$ cat src/rtl/conv_job_scheduler.sv
`default_nettype none
// =============================================================================
// Module  : conv_job_scheduler
// Brief   : Walks a filters x rows x cols output job through the 3x3xC FP32
//           convolution core: fetch window, clear, issue, wait, emit result.
// Rev     : 1.0  initial release
// =============================================================================
module conv_job_scheduler #(
    parameter int DATA_WIDTH     = 32,
    parameter int DIM_W          = 8,
    parameter int FILT_W         = 8,
    parameter int TIMEOUT_CYCLES = 64,
    parameter int CLR_CYCLES     = 1
) (
    input  logic                  clk,
    input  logic                  rst,
    input  logic                  start,
    input  logic                  abort,
    input  logic [DIM_W-1:0]      cfg_rows,
    input  logic [DIM_W-1:0]      cfg_cols,
    input  logic [FILT_W-1:0]     cfg_filters,
    output logic                  win_req,
    input  logic                  win_ack,
    output logic [FILT_W-1:0]     win_filt,
    output logic [DIM_W-1:0]      win_row,
    output logic [DIM_W-1:0]      win_col,
    output logic                  core_clr,
    output logic                  core_valid_in,
    input  logic                  core_valid_out,
    input  logic [DATA_WIDTH-1:0] core_result,
    output logic                  res_valid,
    input  logic                  res_ready,
    output logic [DATA_WIDTH-1:0] res_data,
    output logic                  res_last,
    output logic                  busy,
    output logic                  done,
    output logic                  err_timeout
);

    localparam int c_to_w  = (TIMEOUT_CYCLES > 1) ? $clog2(TIMEOUT_CYCLES) : 1;
    localparam int c_clr_w = (CLR_CYCLES > 1) ? $clog2(CLR_CYCLES) : 1;
    localparam logic [c_to_w-1:0]  c_to_max  = c_to_w'(TIMEOUT_CYCLES - 1);
    localparam logic [c_clr_w-1:0] c_clr_max = c_clr_w'(CLR_CYCLES - 1);

    typedef enum logic [3:0] {
        S_IDLE    = 4'd0,
        S_FETCH   = 4'd1,
        S_CLEAR   = 4'd2,
        S_ISSUE   = 4'd3,
        S_WAIT    = 4'd4,
        S_EMIT    = 4'd5,
        S_ADVANCE = 4'd6,
        S_DONE    = 4'd7,
        S_ERROR   = 4'd8
    } state_t;

    state_t                r_state;
    state_t                w_next;
    logic                  w_start_job;
    logic                  w_cfg_zero;
    logic                  w_col_max;
    logic                  w_row_max;
    logic                  w_filt_max;
    logic                  w_last;
    logic [DIM_W-1:0]      r_rows;
    logic [DIM_W-1:0]      r_cols;
    logic [FILT_W-1:0]     r_filts;
    logic [DIM_W-1:0]      r_row;
    logic [DIM_W-1:0]      r_col;
    logic [FILT_W-1:0]     r_filt;
    logic [c_to_w-1:0]     r_to_cnt;
    logic [c_clr_w-1:0]    r_clr_cnt;
    logic                  r_win_req;
    logic                  r_core_clr;
    logic                  r_core_valid_in;
    logic                  r_res_valid;
    logic [DATA_WIDTH-1:0] r_res_data;
    logic                  r_res_last;
    logic                  r_busy;
    logic                  r_done;
    logic                  r_err_timeout;

    assign w_cfg_zero = (cfg_rows == '0) || (cfg_cols == '0) || (cfg_filters == '0);
    assign w_col_max  = (r_col  == r_cols  - DIM_W'(1));
    assign w_row_max  = (r_row  == r_rows  - DIM_W'(1));
    assign w_filt_max = (r_filt == r_filts - FILT_W'(1));
    assign w_last     = w_col_max && w_row_max && w_filt_max;

    always_comb begin
        w_next      = r_state;
        w_start_job = 1'b0;
        case (r_state)
            S_IDLE, S_ERROR: begin
                if (start) begin
                    w_start_job = 1'b1;
                    w_next      = w_cfg_zero ? S_DONE : S_FETCH;
                end
            end
            S_FETCH:   if (win_ack) w_next = S_CLEAR;
            S_CLEAR:   if (r_clr_cnt == c_clr_max) w_next = S_ISSUE;
            S_ISSUE:   w_next = S_WAIT;
            S_WAIT: begin
                // A result arriving on the final allowed cycle still wins.
                if (core_valid_out)            w_next = S_EMIT;
                else if (r_to_cnt == c_to_max) w_next = S_ERROR;
            end
            S_EMIT:    if (res_ready) w_next = S_ADVANCE;
            S_ADVANCE: w_next = w_last ? S_DONE : S_FETCH;
            S_DONE:    w_next = S_IDLE;
            default:   w_next = S_IDLE;
        endcase
        if (abort && (r_state != S_IDLE) && (r_state != S_ERROR)) begin
            w_next = S_IDLE;
        end
    end

    always_ff @(posedge clk or posedge rst) begin
        if (rst) begin
            r_state         <= S_IDLE;
            r_rows          <= '0;
            r_cols          <= '0;
            r_filts         <= '0;
            r_row           <= '0;
            r_col           <= '0;
            r_filt          <= '0;
            r_to_cnt        <= '0;
            r_clr_cnt       <= '0;
            r_win_req       <= 1'b0;
            r_core_clr      <= 1'b0;
            r_core_valid_in <= 1'b0;
            r_res_valid     <= 1'b0;
            r_res_data      <= '0;
            r_res_last      <= 1'b0;
            r_busy          <= 1'b0;
            r_done          <= 1'b0;
            r_err_timeout   <= 1'b0;
        end else begin
            r_state   <= w_next;
            r_clr_cnt <= (r_state == S_CLEAR) ? r_clr_cnt + c_clr_w'(1) : '0;
            r_to_cnt  <= (r_state == S_WAIT)  ? r_to_cnt + c_to_w'(1)   : '0;

            if (w_start_job) begin
                r_rows  <= cfg_rows;
                r_cols  <= cfg_cols;
                r_filts <= cfg_filters;
                r_row   <= '0;
                r_col   <= '0;
                r_filt  <= '0;
            end else if (r_state == S_ADVANCE) begin
                // Column fastest, then row, then filter.
                if (w_col_max) begin
                    r_col <= '0;
                    if (w_row_max) begin
                        r_row  <= '0;
                        r_filt <= w_filt_max ? '0 : r_filt + FILT_W'(1);
                    end else begin
                        r_row <= r_row + DIM_W'(1);
                    end
                end else begin
                    r_col <= r_col + DIM_W'(1);
                end
            end

            if ((r_state == S_WAIT) && (w_next == S_EMIT)) begin
                r_res_data <= core_result;
            end

            if (w_start_job) begin
                r_err_timeout <= 1'b0;
            end else if (w_next == S_ERROR) begin
                r_err_timeout <= 1'b1;
            end

            // Outputs are decoded from the next state so they line up with it.
            r_win_req       <= (w_next == S_FETCH);
            r_core_clr      <= (w_next == S_CLEAR);
            r_core_valid_in <= (w_next == S_ISSUE);
            r_res_valid     <= (w_next == S_EMIT);
            r_res_last      <= (w_next == S_EMIT) && w_last;
            r_done          <= (w_next == S_DONE);
            r_busy          <= !(w_next inside {S_IDLE, S_ERROR, S_DONE});
        end
    end

    assign win_req       = r_win_req;
    assign win_filt      = r_filt;
    assign win_row       = r_row;
    assign win_col       = r_col;
    assign core_clr      = r_core_clr;
    assign core_valid_in = r_core_valid_in;
    assign res_valid     = r_res_valid;
    assign res_data      = r_res_data;
    assign res_last      = r_res_last;
    assign busy          = r_busy;
    assign done          = r_done;
    assign err_timeout   = r_err_timeout;

endmodule
`default_nettype wire
$ cat config.mk
export PLATFORM = sky130hd
export DESIGN_NAME = conv_job_scheduler
export DESIGN_NICKNAME = d
export VERILOG_FILES = /design/src/rtl/conv_job_scheduler.sv
export SDC_FILE = /design/constraint.sdc
export NUM_CORES = 1
export LEC_CHECK = 0
export ABC_AREA = 0
export BUFFER_PORTS_ARGS = -buffer_cell sky130_fd_sc_hd__buf_2
export CELL_PAD_IN_SITES_DETAIL_PLACEMENT = 1
export CELL_PAD_IN_SITES_GLOBAL_PLACEMENT = 1
export CORE_MARGIN = 5
export CORE_UTILIZATION = 41
export CTS_BUF_LIST = sky130_fd_sc_hd__clkbuf_4 sky130_fd_sc_hd__clkbuf_8 sky130_fd_sc_hd__clkbuf_16
export DETAILED_ROUTE_END_ITERATION = 10
export PLACE_DENSITY_LB_ADDON = 0.3
export SLEW_MARGIN = 20
export SYNTH_ARGS = -nofsm -noshare
export SYNTH_HDL_FRONTEND = slang
export SYNTH_SLANG_ARGS = --single-unit
$ cat constraint.sdc
create_clock -name clk -period 3.51 [get_ports clk]
set_input_delay 0.702 -clock clk [delete_from_list [all_inputs] [get_ports clk]]
set_output_delay 0.702 -clock clk [all_outputs]
set_load 0.005 [all_outputs]
# Yosys cells after proc, flatten, opt, wreduce, memory -nomap -nowiden
# Index checks and enable logic that the tools add are counted.
dict set report totals {
  output_inout_bits 64
  wordCells 95
  reg_bits 99
}
dict set report op_classes {
  n_reduce_logical 23
  addsub 8
  n_mux 28
  eq_ne 18
}
# cell count
set ops {}
lappend ops {{$mux W8} 12}
lappend ops {{$mux W4} 7}
lappend ops {{$pmux W4 S7} 1}
lappend ops {{$add A8 B1 Y8 const B} 3}
lappend ops {{$eq A8 B8 Y1} 3}
lappend ops {{$logic_not A8 Y1} 3}
lappend ops {{$sub A8 B1 Y8 const B} 3}
lappend ops {{$eq A4 B3 Y1 const B} 5}
lappend ops {{$eq A4 B2 Y1 const B} 4}
lappend ops {{$eq A4 B1 Y1 const B} 2}
lappend ops {{$eq A4 B4 Y1 const B} 2}
lappend ops {{$logic_not A4 Y1} 2}
lappend ops {{$reduce_bool A2 Y1} 4}
lappend ops {{$add A6 B1 Y6 const B} 1}
lappend ops {{$eq A6 B6 Y1 const B} 1}
lappend ops {{$logic_and A1 B1 Y1} 6}
lappend ops {{$mux W3} 2}
lappend ops {{$mux W6} 1}
lappend ops {{$mux W1} 5}
lappend ops {{$ne A4 B4 Y1 const B} 1}
lappend ops {{$reduce_bool A4 Y1} 1}
lappend ops {{$reduce_and A3 Y1} 1}
lappend ops {{$reduce_bool A3 Y1} 1}
lappend ops {{$logic_or A1 B1 Y1} 2}
lappend ops {{4 further kinds} 4}

# Depth between registers and ports, before layout
# Gate-level depths: netlist of the first run.
dict set report depth {
  ltp_word 10
  depth_mapped 11
}

# Least setup slack after synthesis of the first run
# No wires, ideal clock.
dict set report synth_path {
  kind {register to register}
  from {reg r_rows[0]}
  to {reg r_filt[2] (netlist: win_filt[2])}
  period_less_slack_ps 2476
  slack_ps 1034
  path_stages_with_launch 12
  setup_time_ps 124
  arrival_ps 2352
  n_path_buf 2
  cell_sequence {dfrtp_1 -> inv_1 -> ha_1 -> xor2_1 -> o211ai_1 -> a221oi_1 -> nand4_1 -> nor2b_1 -> clkbuf_1 -> or2_2 -> clkbuf_1 -> a211o_1}
}
dict set report synth_between {
  elab_chain_cells 4
}
# element line
set synth_lines {}
lappend synth_lines {{start: declaration} 65} ;# logic [DIM_W-1:0] r_rows;
lappend synth_lines {{start signal: assignment} 143} ;# r_rows <= cfg_rows;
lappend synth_lines {{$sub A8 B1 Y8} 85} ;# assign w_row_max = (r_row == r_rows - DIM_W'(1));
lappend synth_lines {{$eq A8 B8 Y1} 85}
lappend synth_lines {{$reduce_bool A2 Y1 (no line)} --}
lappend synth_lines {{$reduce_and A3 Y1 (no line)} --}
lappend synth_lines {{end signal: assignment} 155} ;# r_filt <= w_filt_max ? '0 : r_filt + FILT_W'(1);
lappend synth_lines {{end: declaration} 70} ;# logic [FILT_W-1:0] r_filt;
# No other way between the ends.
# A chain may end at the register's enable or synchronous reset.

# Worst setup path after layout of the first run
dict set report layout_path {
  from {reg r_rows[0]}
  to {reg r_filt[0] (netlist: win_filt[0])}
}
# Same word-level chain as after synthesis.

==> results of run 1 <==
-- report_power, final --
group          leakage, nW  internal [mW]  switching [mW]
Clock                0.161          0.636           0.446
Combinational         1.64          0.889           0.842
Sequential            1.30           1.55           0.411
-- metrics by stage --
stage | util (%) | cell area (um^2) | worst slack, ns | hold WS [ns] | cells
6_report | 50.3 | 6270 | 0.710 | 0.486 | 788
5_1_grt | 50.3 | 6270 | 0.420 | 0.515 | 788
3_5_place_dp | 47.7 | 5950 | 0.679 | 0.488 | 772
2_1_floorplan | - | 5160 | 0.218 | 0.447 | 487
4_1_cts | 50.3 | 6270 | 0.654 | 0.504 | 788
3_3_place_gp | 47.7 | 5950 | 0.816 | 0.472 | 772
-- metal layers --
metal  track usage (%)  vias up
li1                  -     1992
met1              24.0     2092
met2              30.8       96
met3              4.18       14
met4              5.18        0
met5                 0        -
-- sequential cells by signal, indices dropped and copies added, names as in the netlist, 4 cells and up --
register / cells
res_data: 32
r_state: 4
win_filt: 8
r_to_cnt: 6
win_col: 8
r_cols: 8
win_row: 8
r_rows: 8
r_filts: 8
-- cell usage in the layout (no fill, tap or decap), types with 3 or more instances in the layout --
master,instances
o22ai_1,3
mux2_2,48
a22o_1,3
inv_1,16
and3_1,9
o21ai_0,20
dfrtp_1,99
xnor2_1,17
clkbuf_16,9
nand2b_1,7
buf_4,6
a21o_1,3
nand4_1,9
nor4_1,11
nor2_1,22
nor3_1,9
a211oi_1,5
nand3_1,13
a22oi_1,3
ha_1,7
nor3b_1,8
or2_2,4
xor2_1,20
buf_2,126
a21oi_1,18
nor2b_1,10
nand2_1,39
nand3b_1,4
and2_1,8
or3_1,4
a211o_1,5
-- worst paths after layout --
path | from | slack (ns) | cells after the start | to
hold / removal | rst | 0.49 | 2 | res_data[18]
setup / recovery | r_rows[0] | 0.71 | 9 | win_filt[0]
min in group clk | res_data[2] | 0.50 | 1 | res_data[2]
setup reg to reg | r_rows[0] | 0.71 | 9 | win_filt[0]
hold reg to reg | res_data[2] | 0.50 | 1 | res_data[2]
max in group asynchronous | rst | 2.23 | 3 | r_state[3]
-- worst max-delay path, cell delays in order, from the launching register on --
cell,delay [ns]
dfrtp_1,0.41
inv_1,0.07
ha_1,0.30
xor2_1,0.16
o211ai_1,0.10
a221oi_1,0.26
nand4_1,0.26
nand3b_1,0.53
or3_1,0.48
a21oi_1,0.14
-- cell families (layout without fill, tap and decap cells) --
group           after synthesis  after routing
simple gates                177            177
flops                        99             99
compound gates               80             80
mux                          50             50
xor+xnor                     37             37
buf+inv                      36            165
fa+ha+maj                     8              8
-- area by class of cell --
type | instances | area, um^2
Clock buffer | 10 | 233
Clock inverter | 6 | 87.6
Fill cell | 1458 | 6190
Inverter | 17 | 66.3
Multi-Input combinational cell | 352 | 2520
Sequential cell | 99 | 2480
Tap cell | 172 | 215
Timing Repair Buffer | 132 | 676
==> run_results.csv, run 1 <==
group,metric,value,unit
status,outcome,"completed",
yosys,synthXorXnorAreaFrac,6.28,%
critical_path,required,3.79,ns
yosys,synth.distinct_cells,65,
cells_and_area,drive_above_1_share,34.7,%
global_route,grt_pass1_wl,21900,um
detailed_routing,route.final.wire_length,13300,um
yosys,synthAdderAreaFrac,1.89,%
yosys,postSynthCellCount,487,
die,fp.dieW,122,um
clock_tree,cts_root_buf,"clkbuf_16",
detailed_routing,wire_per_inst,16.9,um
placement,portBuffers,126,
yosys,ys_seq_area_share,48.0,%
yosys,synth_area_leaders,"dfrtp_1, mux2_2, xor2_1",
pwr,ir_worst_vdd,0.322,mV
yosys,syn_area,5160,um^2
sta,fmax,0.357,GHz
yosys,ys.warnings.count,0,
yosys,synth_compound_area_share,10.3,%
sta,rsz0062_at_grt,"no",
critical_path,arrival,3.08,ns
clock_tree,post_cts_buffers,0,
sta,slew_headroom,48.2,%
pwr,power,4.77,mW
clock_tree,cts_resized,0,
pwr,p_per_area,761,nW/um^2
detailed_routing,ant_nets,0,
critical_path,critPathCaptureType,"flip-flop",
cells_and_area,syn_to_final_growth,21.5,%
yosys,synth.most_common_cell,"dfrtp_1",
die,fp-row-count,41,
clock_tree,clock-sinks,99,
critical_path,worstSetupStartpointType,"flip-flop",
clock_tree,cts_buffers,9,
die,die_y,122,um
sta,fin_crit_sh,79.8,%
yosys,yosys.area_share.simple,19.4,%
yosys,netlist_top_cells_count,"dfrtp_1, mux2_2, nand2_1",
global_route,antenna_found_initial,0,
flow_run,drv_cap,0,
detailed_routing,vias,4194,
global_route,grt_pass1_vias,4427,
detailed_routing,drt_iter0_drc,143,
die,dieArea,14900,um^2
critical_path,worstPathMaxFanout,15,
placement,hpwlAfterDp,10300,um
global_route,grt-ovfl-total,0,
detailed_routing,routedLengthMet1,5980,um
global_route,grt_usage,18.4,%
clock_tree,tritoncts,"yes",
yosys,synthMuxAreaShare,10.9,%
sta,setup_tns,0,ns
clock_tree,postCtsHoldBufs,0,
detailed_routing,top_layer,"met4",
yosys,synth_area_per_cell,10.6,um^2
clock_tree,clk_pin_slew,0.07,ns
yosys,synth_ff_type,"dfrtp_1",
sta,tightest_slew,0.776,ns
detailed_routing,wl_met3,708,um
sta,setup_viol,0,
pwr,power.leakage,3.10,nW
detailed_routing,wl_met2,6470,um
placement,gp_congestion,0.825,
cells_and_area,n_antenna_cell,0,
clock_tree,clk_path_buf_depth,2,
sta,slew_viol_final,0,
detailed_routing,drc,0,
sta,final.setup_skew,0.00583,ns
die,fp.coreArea,12500,um^2
yosys,synth_fp_nets,557,
global_route,grt_max_degree,63,
yosys,ys_seq_elements,99,
die,start_util,41.4,%
yosys,synth_top_area_share,48.0,%
yosys,synth_edf_count,0,
yosys,ys_async_sr_fraction,100,%
yosys,yosysTopAreaCell,"dfrtp_1",
yosys,synth_top_family_by_area,"simple AND/OR/NAND/NOR gates",
sta,period_needed,2.80,ns
sta,hold_viol_final,0,
die,ios,127,
detailed_routing,via_per_inst,5.32,
clock_tree,htreeDepth,3,
worst_hold_path,hold_path_class,"in2async",
clock_tree,clk_latency,0.35,ns
cells_and_area,fin_nets,681,
detailed_routing,dr.pass1.iters,4,
critical_path,crit_type,"reg2reg",
No activity file was read; power rests on OpenSTA's default activity.
==> inputs of run 2 (changes only) <==
==> constraint.sdc (replaced) <==
create_clock -name clk -period 2.6 [get_ports clk]
set_input_delay 0.52 -clock clk [delete_from_list [all_inputs] [get_ports clk]]
set_output_delay 0.52 -clock clk [all_outputs]
set_load 0.005 [all_outputs]
==> run 2 against run 1 <==
Net effect: maximum frequency increased by 9.9%; non-clock buffer count increased by 15; clock skew increased by 0.0029 ns; largest power group unchanged.
==> run_results.csv, run 2 (synthesized netlist as in run 1, its figures left out) <==
group,metric,value,unit
sta,hold_slack,0.214,ns
die,start_util,41.4,%
sta,rsz0062_at_grt,"yes",
worst_hold_path,hold_path_class,"in2async",
cells_and_area,stdcell_area,6490,um^2
cells_and_area,syn_to_final_growth,25.7,%
global_route,grt-ovfl-total,0,
detailed_routing,drc,0,
clock_tree,cts_buffers,9,
sta,setup_slack,0.0515,ns
die,die_y,122,um
clock_tree,cts_root_buf,"clkbuf_16",
placement,portBuffers,126,
placement,place_inst,782,
global_route,antenna_found_initial,0,
placement,hpwlAfterDp,10600,um
pwr,p_per_area,1030,nW/um^2
cells_and_area,fillers,1453,
die,dieArea,14900,um^2
sta,final.setup_skew,0.00872,ns
placement,post_dp_cell_area,6050,um^2
die,fp.dieW,122,um
flow_run,drv_cap,0,
die,ios,127,
clock_tree,clk_pin_slew,0.07,ns
detailed_routing,drt_iter0_drc,116,
cells_and_area,final_cell_mix,"buf_2, dfrtp_1, mux2_2",
detailed_routing,dr.pass1.iters,4,
sta,slew_headroom,63.5,%
clock_tree,htreeDepth,3,
detailed_routing,ant_nets,0,
global_route,grt_pass1_wl,22700,um
sta,period_needed,2.55,ns
global_route,grt_usage,19.2,%
detailed_routing,via_per_inst,5.33,
detailed_routing,wire_per_inst,18.0,um
detailed_routing,route.final.wire_length,14500,um
die,fp-row-count,41,
clock_tree,clk_latency,0.35,ns
status,outcome,"completed",
clock_tree,postCtsHoldBufs,0,
placement,pre_cts_slack,0.0169,ns
clock_tree,tritoncts,"yes",
clock_tree,clock-sinks,99,
pwr,ir_worst_vdd,0.433,mV
critical_path,crit_type,"reg2reg",
critical_path,worstSetupStartpointType,"flip-flop",
pwr,power,6.67,mW
cells_and_area,layout_commonest_cell,"buf_2",
critical_path,arrival,2.82,ns
sta,hold_viol_final,0,
pwr,power.leakage,3.19,nW
detailed_routing,vias,4280,
sta,tightest_slew,0.547,ns
critical_path,required,2.87,ns
cells_and_area,drive_above_1_share,38.5,%
global_route,grt_pass1_vias,4569,
placement,gp_congestion,0.849,
cells_and_area,largest_reg_flops,32,
die,fp.coreArea,12500,um^2
sta,slew_viol_final,0,
cells_and_area,n_antenna_cell,0,
global_route,grt_max_degree,78,
cells_and_area,instances_no_fill,803,
critical_path,critPathCaptureType,"flip-flop",
critical_path,worstPathMaxFanout,4,
clock_tree,clk_path_buf_depth,2,
cells_and_area,fin_nets,696,
sta,setup_viol,0,
sta,fmax,0.392,GHz
sta,fin_crit_sh,98.0,%
-- run 2: cell types whose count changed in the layout (fill, tap and decap cells not counted), sizes merged --
cell / delta
clkbuf: +1
buf: +15
inv: -2
bufinv: -1
clkinvlp: +2
-- run 2: layout make-up --
cell class / instances / area (um^2) / share of cell area, %
Timing Repair Buffer: 147 / 821 / 12.6
Multi-Input combinational cell: 352 / 2600 / 40.1
Inverter: 17 / 67.6 / 1.04
Clock buffer: 11 / 246 / 3.80
Sequential cell: 99 / 2480 / 38.2
Tap cell: 172 / 215 / 3.32
Clock inverter: 5 / 60.1 / 0.926
-- run 2: per-stage QoR --
step                util (%)  setup TNS, ns
floorplan                  -              0
global placement        48.5              0
detailed placement      48.5              0
CTS                     51.0              0
global route            52.1         -0.408
finish                  52.1              0
-- run 2: per-layer routing --
metal	GRT usage, %	wire length (um)
met5	0	0
met2	33.2	7340
met1	23.9	6200
met4	6.86	232
met3	3.67	719
-- run 2: final timing paths --
check	from	end	slack, ns	cells after the start
hold reg to reg	r_to_cnt[0]	r_to_cnt[0]	0.49	1
setup reg to reg	r_cols[1]	win_row[7]	0.05	10
hold / removal	rst	res_data[19]	0.21	2
max in group asynchronous	rst	win_filt[0]	1.60	3
min in group clk	core_result[9]	res_data[9]	0.40	2
setup / recovery	r_cols[1]	win_row[7]	0.05	10
-- run 2: timing repair --
action | CTS | global route
gates resized for setup | 1 | 19
setup endpoints to repair | 6 | 23
buffers inserted | 0 | 5
pin swaps | 0 | 6
-- run 2: worst max-delay path: stages, from the launching register on --
cell and delay (ns):
dfrtp_1 0.37, inv_1 0.07, ha_1 0.24, xor2_2 0.18
buf_4 0.16, nor4_4 0.13, nand2_1 0.14, a211oi_2 0.30
a21oi_2 0.13, or4b_2 0.64, o21ai_0 0.11
-- run 2: where the power goes --
group	internal (mW)	switching, mW	total, mW
clock	0.787	0.605	1.39
combinational	1.32	1.31	2.63
sequential	2.09	0.564	2.66
